## config.mk

```make
export PLATFORM = sky130hd
export DESIGN_NAME = hilo_mdu_ctrl
export DESIGN_NICKNAME = d
export VERILOG_FILES = /design/src/rtl/hilo_mdu_ctrl.sv
export SDC_FILE = /design/constraint.sdc
export NUM_CORES = 1
export LEC_CHECK = 0
export BUFFER_PORTS_ARGS = -buffer_cell sky130_fd_sc_hd__buf_2
export CORE_MARGIN = 4
export CORE_UTILIZATION = 60
export CTS_BUF_LIST = sky130_fd_sc_hd__clkbuf_8
export DETAILED_ROUTE_END_ITERATION = 12
export PLACE_DENSITY = 0.82
export SYNTH_ARGS = -nofsm -noshare
export SYNTH_HDL_FRONTEND = slang
export SYNTH_SLANG_ARGS = --single-unit
```

## constraint.sdc

```tcl
create_clock -name clk -period 7.7 [get_ports clk]
set_clock_uncertainty 0.15 [all_clocks]
set_input_delay 1.155 -clock clk [delete_from_list [all_inputs] [get_ports clk]]
set_output_delay 1.155 -clock clk [all_outputs]
set_load 0.01 [all_outputs]
```

## src/rtl/hilo_mdu_ctrl.sv

```systemverilog
`timescale 1ns/1ps
`default_nettype none
// +-----------------------------------------------------------------------------+
// | Module   : hilo_mdu_ctrl                                                      |
// | Purpose  : HI/LO multiply/divide sequencer (iterative shift-add / restoring)  |
// | Options  : MDU_FAST_MUL_EN - single-cycle MULT/MULTU                         |
// | Revision : 1.0                                                                |
// +-----------------------------------------------------------------------------+
module hilo_mdu_ctrl #(
  parameter int WIDTH = 32,
  parameter int ITERS = 32
) (
  input  logic             clk,
  input  logic             rst,
  input  logic             start,
  input  logic [2:0]       op,
  input  logic [WIDTH-1:0] src_a,
  input  logic [WIDTH-1:0] src_b,
  input  logic [WIDTH-1:0] hi_cur,
  input  logic [WIDTH-1:0] lo_cur,
  input  logic             flush,
  output logic             stall,
  output logic             hilo_we,
  output logic [WIDTH-1:0] hi_wdata,
  output logic [WIDTH-1:0] lo_wdata,
  output logic             busy
);

  localparam int CW = (ITERS > 1) ? $clog2(ITERS) : 1;
  localparam logic [CW-1:0] C_LAST = CW'(ITERS - 1);

  localparam logic [2:0] OP_MULT  = 3'd1;
  localparam logic [2:0] OP_MULTU = 3'd2;
  localparam logic [2:0] OP_DIV   = 3'd3;
  localparam logic [2:0] OP_DIVU  = 3'd4;
  localparam logic [2:0] OP_MTHI  = 3'd5;
  localparam logic [2:0] OP_MTLO  = 3'd6;

  typedef enum logic [1:0] {S_IDLE = 2'd0, S_BUSY = 2'd1, S_DONE = 2'd2} state_t;

  state_t             state_q, state_d;
  logic [CW-1:0]      count_q;
  logic [WIDTH-1:0]   opnd_q;
  logic [2*WIDTH-1:0] acc_q;
  logic               is_div_q, neg_q_q, neg_r_q;
  logic [WIDTH-1:0]   hi_q, lo_q;

  logic op_mul, op_div, op_sgn, op_mt, div_zero, accept, iter_op, stall_op;
  logic [WIDTH-1:0] a_abs, b_abs;

  assign op_mul   = (op == OP_MULT) || (op == OP_MULTU);
  assign op_div   = (op == OP_DIV)  || (op == OP_DIVU);
  assign op_sgn   = (op == OP_MULT) || (op == OP_DIV);
  assign op_mt    = (op == OP_MTHI) || (op == OP_MTLO);
  assign div_zero = op_div && (src_b == '0);
  assign accept   = start && (op_mul || op_div || op_mt) && !flush && !rst
                    && (state_q != S_BUSY);
  assign a_abs    = (op_sgn && src_a[WIDTH-1]) ? -src_a : src_a;
  assign b_abs    = (op_sgn && src_b[WIDTH-1]) ? -src_b : src_b;

`ifdef MDU_FAST_MUL_EN
  logic [2*WIDTH-1:0] ext_a, ext_b, fast_prod;
  assign ext_a     = op_sgn ? {{WIDTH{src_a[WIDTH-1]}}, src_a} : {{WIDTH{1'b0}}, src_a};
  assign ext_b     = op_sgn ? {{WIDTH{src_b[WIDTH-1]}}, src_b} : {{WIDTH{1'b0}}, src_b};
  assign fast_prod = ext_a * ext_b;
  assign iter_op   = op_div && !div_zero;
  assign stall_op  = op_div;
`else
  assign iter_op   = (op_mul || op_div) && !div_zero;
  assign stall_op  = op_mul || op_div;
`endif

  // acc_q holds {partial product, multiplier} or {remainder, dividend/quotient}
  logic [WIDTH:0]     mul_sum, div_sh, div_diff;
  logic               div_ok;
  logic [2*WIDTH-1:0] step, prod;
  logic [WIDTH-1:0]   quo, rem, fin_hi, fin_lo;

  assign mul_sum  = {1'b0, acc_q[2*WIDTH-1:WIDTH]} + {1'b0, (acc_q[0] ? opnd_q : '0)};
  assign div_sh   = {acc_q[2*WIDTH-1:WIDTH], acc_q[WIDTH-1]};
  assign div_diff = div_sh - {1'b0, opnd_q};
  assign div_ok   = !div_diff[WIDTH];
  assign step     = is_div_q
                    ? {(div_ok ? div_diff[WIDTH-1:0] : div_sh[WIDTH-1:0]), acc_q[WIDTH-2:0], div_ok}
                    : {mul_sum, acc_q[WIDTH-1:1]};
  assign prod     = neg_q_q ? -step : step;
  assign quo      = neg_q_q ? -step[WIDTH-1:0] : step[WIDTH-1:0];
  assign rem      = neg_r_q ? -step[2*WIDTH-1:WIDTH] : step[2*WIDTH-1:WIDTH];
  assign fin_hi   = is_div_q ? rem : prod[2*WIDTH-1:WIDTH];
  assign fin_lo   = is_div_q ? quo : prod[WIDTH-1:0];

  always_ff @(posedge clk or posedge rst) begin
    if (rst) state_q <= S_IDLE;
    else     state_q <= state_d;
  end

  always_comb begin
    state_d = state_q;
    stall   = 1'b0;
    hilo_we = 1'b0;
    case (state_q)
      S_IDLE, S_DONE: begin
        if (state_q == S_DONE) hilo_we = !flush;
        if (accept) begin
          state_d = iter_op ? S_BUSY : S_DONE;
          stall   = stall_op;
        end else begin
          state_d = S_IDLE;
        end
      end
      S_BUSY: begin
        if (flush) begin
          state_d = S_IDLE;
        end else begin
          stall = 1'b1;
          if (count_q == C_LAST) state_d = S_DONE;
        end
      end
      default: state_d = S_IDLE;
    endcase
  end

  always_ff @(posedge clk or posedge rst) begin
    if (rst) begin
      count_q  <= '0;
      opnd_q   <= '0;
      acc_q    <= '0;
      is_div_q <= 1'b0;
      neg_q_q  <= 1'b0;
      neg_r_q  <= 1'b0;
      hi_q     <= '0;
      lo_q     <= '0;
    end else if (accept) begin
      count_q  <= '0;
      is_div_q <= op_div;
      neg_q_q  <= op_sgn && (src_a[WIDTH-1] ^ src_b[WIDTH-1]);
      neg_r_q  <= op_sgn && src_a[WIDTH-1];
      opnd_q   <= op_div ? b_abs : a_abs;
      acc_q    <= {{WIDTH{1'b0}}, (op_div ? a_abs : b_abs)};
      if (op == OP_MTHI) begin
        hi_q <= src_a;
        lo_q <= lo_cur;
      end else if (op == OP_MTLO) begin
        hi_q <= hi_cur;
        lo_q <= src_a;
      end else if (div_zero) begin
        hi_q <= src_a;
        lo_q <= '1;
      end
`ifdef MDU_FAST_MUL_EN
      else if (op_mul) begin
        hi_q <= fast_prod[2*WIDTH-1:WIDTH];
        lo_q <= fast_prod[WIDTH-1:0];
      end
`endif
    end else if (state_q == S_BUSY && !flush) begin
      acc_q   <= step;
      count_q <= count_q + 1'b1;
      if (count_q == C_LAST) begin
        hi_q <= fin_hi;
        lo_q <= fin_lo;
      end
    end
  end

  assign busy     = (state_q == S_BUSY);
  assign hi_wdata = hi_q;
  assign lo_wdata = lo_q;

endmodule
`default_nettype wire

```

==> out/results.txt, run 1 <==
Routed Antenna Nets: 0
Worst setup EP type: flop
worst endpoint required time: 7.94 ns
drt drc: 0
setup_tns: 0 ns
worst-margin pin slew: 1.10 ns
clock-pin slew on the worst setup and hold paths: 0.12 ns
Setup Fix Bufs, Post-CTS: 0
Most Crowded Layer GR: met2
clk buf depth: 2
share of layout cells above drive strength 1: 0.144
Final Critical Period: 7.11 ns
Peak VDD IR: 0.000175 V
RR Startpoint: acc_q[53]
setup ws final: 0.594 ns
Area after DPL: 17500 µm²
Max Cap Viol: 0
post-synth net total: 2369
CTS tree: done
dpl ws: 0.885 ns
Die Ht: 173 µm
clock tree sinks: 170
I/O pin count: 202
synthesized area: 16300 µm²
FF+latch count, synth: 170
Port Buffers: 201
largest net degree at the start of global routing: 101
Worst Path Max Fanout: 18
All-Layer GR Usage: 0.436
Avg Synthesized Cell Area: 7.56 µm²
post-synthesis sequential area ratio: 0.260
RR Endpoint: hi_wdata[18]
met2 global-route usage: 0.668
final-report max-slew violation count: 0
design area: 17800 µm²
WS Path Type: reg2reg
DR pass1 iterations: 9
most common cell after layout, fill and taps aside: nand2_1
Final setup viols: 0
clk_lat worst skew: 0.50 ns
die footprint: 29900 µm²
Area Overhead vs Synth: 9.21%
pwr dens: 392 nW/µm²
first-pass GRT wire length: 102 mm
most frequent cells in the layout: nand2_1 (268), a21oi_1 (207), buf_2 (201), nor2_1 (187), dfrtp_1 (169)
Final Hold Fails: 0
GP Congestion: 1.05
GR Util met1: 0.579
initial antenna violation count: 1
HP Class: reg2reg
cell depth of the worst hold path: 2
Final Util: 0.664
Final nets: 2477
fraction of registers with async set/reset: 1.00
crit share post-route: 0.923
Clock Root Buffer: clkbuf_8
Overflow after GRT: 0
H-tree Lvls: 4
via count: 18449
crit path DAT: 7.35 ns
unrepaired setup endpoints after global routing: no
setup slack, reg-to-reg: 0.59 ns
Core Region: 26900 µm²
GR Layer Usage met3: 0.0931
Cell variety after synth: 92
number of global-route vias before repair: 17019
post-detail-place hpwl: 52.5 mm
most common flop cell mapped by yosys: dfrtp_1
CP Launch Type: flop
Post-Route WL: 68.7 mm
Die X-Extent: 173 µm
drt wl/cell: 26.2 µm
CTS Buf Count: 17
Yosys warning total: 0
row count: 60
slew margin rel.: 0.264
Vias/cell: 7.03
min-delay src: hi_wdata[12]
Antenna Diode Count: 0
initial core utilization: 0.608
synthesized instance count: 2162
worst r2r path cells: 21
Fmax achieved: 0.141 GHz
Worst Hold Path EP: hi_wdata[12]
hold buffers post-CTS: 0
Post-synth EDFFs: 0
status: completed
Lkg Pwr: 7.82 nW
CTS resizes: 0
drt initial violations: 2635
[layout make-up]
cell class	count	area, µm²
inverters	61	234
repair buffers	228	1220
clock inverters	15	154
clock buffers	17	234
fillers	2438	9030
multi-input cells	1792	11300
well taps	341	427
flip-flops and latches	170	4260
[state kept, by name, indices dropped and copies added (netlist names)]
name      cells
acc_q        64
hi_wdata     32
lo_wdata     32
opnd_q       32
count_q       5
state_q       2
is_div_q      1
neg_q_q       1
neg_r_q       1
[cell usage after synthesis (8+ instances only)]
cell type	number	share of area
buf_1	11	0.0025
ha_1	70	0.054
nand3_1	56	0.017
nand2b_1	13	0.0050
inv_1	61	0.014
buf_2	9	0.0028
o32a_1	15	0.0092
nor2b_1	16	0.0061
a21oi_1	207	0.063
o31ai_1	21	0.0096
a31oi_1	63	0.024
a211oi_1	13	0.0060
mux2i_1	35	0.021
or2_2	14	0.0054
xnor2_1	84	0.045
or3_1	20	0.0077
nand3b_1	8	0.0037
nor4_1	21	0.0080
nor3b_1	13	0.0060
o221ai_1	69	0.037
o21a_1	25	0.011
o21bai_1	12	0.0055
or4_1	9	0.0041
mux2_2	14	0.0096
o211ai_1	11	0.0051
clkbuf_1	113	0.026
o21ai_0	148	0.045
and2_1	45	0.017
nor2_1	191	0.044
dfrtp_1	170	0.26
nor3_1	59	0.018
xor2_1	69	0.037
o22ai_1	14	0.0054
a21o_1	24	0.011
and3_1	18	0.0069
nand2_1	270	0.062
nand4_1	23	0.0088
[layer usage]
metal	wire, µm	vias up	share of wire
li1	-	8161	-
met1	26600	8699	0.39
met2	30000	1327	0.44
met3	7530	260	0.11
met4	4550	2	0.066
met5	7	-	0.00010
[how the worst max path moves through the flow]
stage / startpoint / endpoint / cells after the start
6_report: acc_q[53] / hi_wdata[18] / 21
5_1_grt: opnd_q[11] / hi_wdata[18] / 22
4_1_cts: acc_q[31] / hi_wdata[18] / 24
3_5_place_dp: opnd_q[0] / hi_wdata[18] / 23
3_3_place_gp: acc_q[38] / hi_wdata[18] / 21
2_1_floorplan: rst / acc_q[0] / 1
[power breakdown]
part | switching [W] | leakage [nW] | internal, W
registers | 0.000353 | 2.11 | 0.00121
logic | 0.00309 | 5.52 | 0.00168
clock network | 0.000436 | 0.199 | 0.000243
[stage by stage]
stage | power, W | hold WS [ns] | cells
finish | 0.00700 | 0.347 | 2624
CTS | 0.00679 | 0.344 | 2624
detailed placement | 0.00612 | 0.319 | 2592
global placement | 0.00607 | 0.312 | 2592
global route | 0.00735 | 0.389 | 2624
floorplan | 0.00461 | 0.320 | 2162
[cells by family (layout without fill, tap and decap cells)]
logic type / after synthesis / count (layout) / share of synthesized area
AO/OA/AOI/OAI: 718 / 718 / 0.287
adder cells (fa/ha/maj): 72 / 72 / 0.0560
XOR/XNOR: 153 / 153 / 0.0820
flip-flops: 170 / 170 / 0.260
multiplexers: 49 / 49 / 0.0311
AND/OR/NAND/NOR: 800 / 800 / 0.234
buffers and inverters: 200 / 321 / 0.0487
[critical path, stage by stage, from the launching register on]
cell and delay, ns:
dfrtp_1 0.45, ha_1 0.45, and3_1 0.26, o21a_1 0.19, a2111o_1 0.43, a211o_1 0.33
nor2_2 0.65, nor3_1 0.30, a21oi_1 0.39, ha_1 0.26, o211ai_1 0.11, o21bai_1 0.19
or2_2 0.32, or4_1 0.58, or2_2 0.42, nor2_1 0.13, nor2_1 0.11, or3_1 0.41
nor2_1 0.25, a31oi_1 0.15, xor2_1 0.17, a221o_1 0.29
Note: power is estimated with default switching activity, not from simulation.
==> run 2: changes to the inputs <==
ABC_AREA = 1   (was not set)
PLACE_DENSITY = 0.81   (was 0.82)
clock period = 6.9 ns   (was 7.7 ns; I/O delays follow)
==> run 2 against run 1 <==
Sequential share of layout area shrank 2.4 points. Worst hold slack better by 0.0024 ns. Worst setup slack gained 1.1 ns. Routed wire length up 16%. Design area grew 11%. Fmax grew 37%. Combinational power is 27% higher.
==> out/results.txt, run 2 <==
Max stage delay on crit path: 0.50 ns
synthesized instance count: 3050
largest area contributor in the synthesized netlist: dfrtp_1
largest net degree at the start of global routing: 171
clock-pin slew on the worst setup and hold paths: 0.12 ns
Final nets: 3379
WS Path Type: reg2reg
DR pass1 iterations: 7
post-synth net total: 3257
clk buf depth: 2
most frequent cells in the layout: nand2_1 (786), inv_1 (419), nor2_1 (376), nand3_1 (210), o21ai_0 (204)
CTS resizes: 0
Port Buffers: 201
crit share post-route: 0.751
first-pass GRT wire length: 119 mm
Cell variety after synth: 62
Biggest register: acc_q
Synth top area share: 0.232
Final setup viols: 0
Lkg Pwr: 10.2 nW
FF+latch count, synth: 170
initial core utilization: 0.614
unrepaired setup endpoints after global routing: no
CTS tree: done
Post-Route WL: 79.7 mm
H-tree Lvls: 4
CTS Buf Count: 17
worst endpoint required time: 7.23 ns
Clock Root Buffer: clkbuf_8
Fmax achieved: 0.193 GHz
synthesized area: 18400 µm²
Final Hold Fails: 0
Final Util: 0.666
Vias/cell: 6.26
Yosys warning total: 0
Area Overhead vs Synth: 8.37%
Setup Fix Bufs, Post-CTS: 0
Die X-Extent: 183 µm
Avg Synthesized Cell Area: 6.02 µm²
hold buffers post-CTS: 0
main area contributors after synthesis: dfrtp_1 (23%), nand2_1 (16%), inv_1 (8.6%)
Core Region: 29900 µm²
row count: 63
Slowest-stage cell, CP: nor4_1
via count: 22384
share of layout cells above drive strength 1: 0.124
Final Critical Period: 5.18 ns
CP most frequent cell: nand2_1
GP Congestion: 1.10
initial antenna violation count: 2
setup_tns: 0 ns
post-detail-place hpwl: 62.6 mm
slew margin rel.: 0.206
die footprint: 33500 µm²
clk_lat worst skew: 0.55 ns
Max Cap Viol: 0
clock tree sinks: 170
Peak VDD IR: 0.000345 V
drt wl/cell: 22.3 µm
drt initial violations: 3771
Antenna Diode Count: 0
CP Launch Type: flop
most frequent cells after synthesis: nand2_1 (787), inv_1 (421), nor2_1 (378)
Tot Pwr: 0.00861 W
max reg flops: 64
top-count cell post-synth: nand2_1
fraction of registers with async set/reset: 1.00
pwr dens: 433 nW/µm²
number of global-route vias before repair: 20550
status: completed
Post-synth EDFFs: 0
Overflow after GRT: 0
dpl ws: 1.96 ns
most common flop cell mapped by yosys: dfrtp_1
Routed Antenna Nets: 0
Worst Path Max Fanout: 5
most common cell after layout, fill and taps aside: nand2_1
HP Class: reg2reg
setup ws final: 1.72 ns
I/O pin count: 202
drt drc: 0
worst-margin pin slew: 1.19 ns
post-synthesis sequential area ratio: 0.232
Worst setup EP type: flop
final-report max-slew violation count: 0
Die Ht: 183 µm
crit path DAT: 5.51 ns
All-Layer GR Usage: 0.460
run 2: worst paths after layout:
check / from / end / slack (ns) / cells after the start
max: acc_q[31] / hi_wdata[28] / 1.72 / 32
min: hi_wdata[0] / hi_wdata[0] / 0.35 / 2
max reg2reg: acc_q[31] / hi_wdata[28] / 1.72 / 32
min reg2reg: hi_wdata[0] / hi_wdata[0] / 0.35 / 2
max in group asynchronous: rst / opnd_q[18] / 5.19 / 3
min in group asynchronous: rst / state_q[1] / 0.48 / 3
run 2: power breakdown:
group | total [W] | switching (W) | internal, W
registers | 0.00178 | 0.000387 | 0.00139
logic | 0.00606 | 0.00425 | 0.00181
clock network | 0.000774 | 0.000478 | 0.000296
run 2: stage by stage:
step	cells	hold slack, ns	area, µm²
after floorplan	3050	0.296	18400
after global placement	3543	0.307	19500
after detailed placement	3543	0.324	19500
after CTS	3575	0.349	19900
after global routing	3575	0.371	19900
final	3575	0.350	19900
run 2: critical path, delay by kind of cell, from the launching register on:
kind | cells | cell delay, ns
flops | 1 | 0.38
fa+ha+maj | 3 | 0.76
compound gates | 2 | 0.41
buf+inv | 4 | 0.45
simple gates | 23 | 2.97
run 2: metal layers:
layer,vias to the layer above,track usage,routed length (µm)
li1,10150,-,-
met1,10112,0.579,28400
met2,1736,0.700,34300
met3,386,0.121,10300
met4,0,0.302,6680
met5,-,0,0
run 2: cell families (layout without fill, tap and decap cells):
kind of cell,Yosys count,after routing,synth area share
simple gates,1572,1572,0.369
compound gates,582,582,0.186
buf+inv,572,707,0.124
flops,170,170,0.232
xor+xnor,79,79,0.0377
fa+ha+maj,72,72,0.0499
mux,3,3,0.00164
run 2: layout make-up:
cell class                      count  area (µm²)
Sequential cell                   170        4260
Fill cell                        2799        9990
Inverter                          453        1700
Clock buffer                       17         234
Clock inverter                     15         158
Timing Repair Buffer              222        1180
Tap cell                          390         488
Multi-Input combinational cell   2308       11900
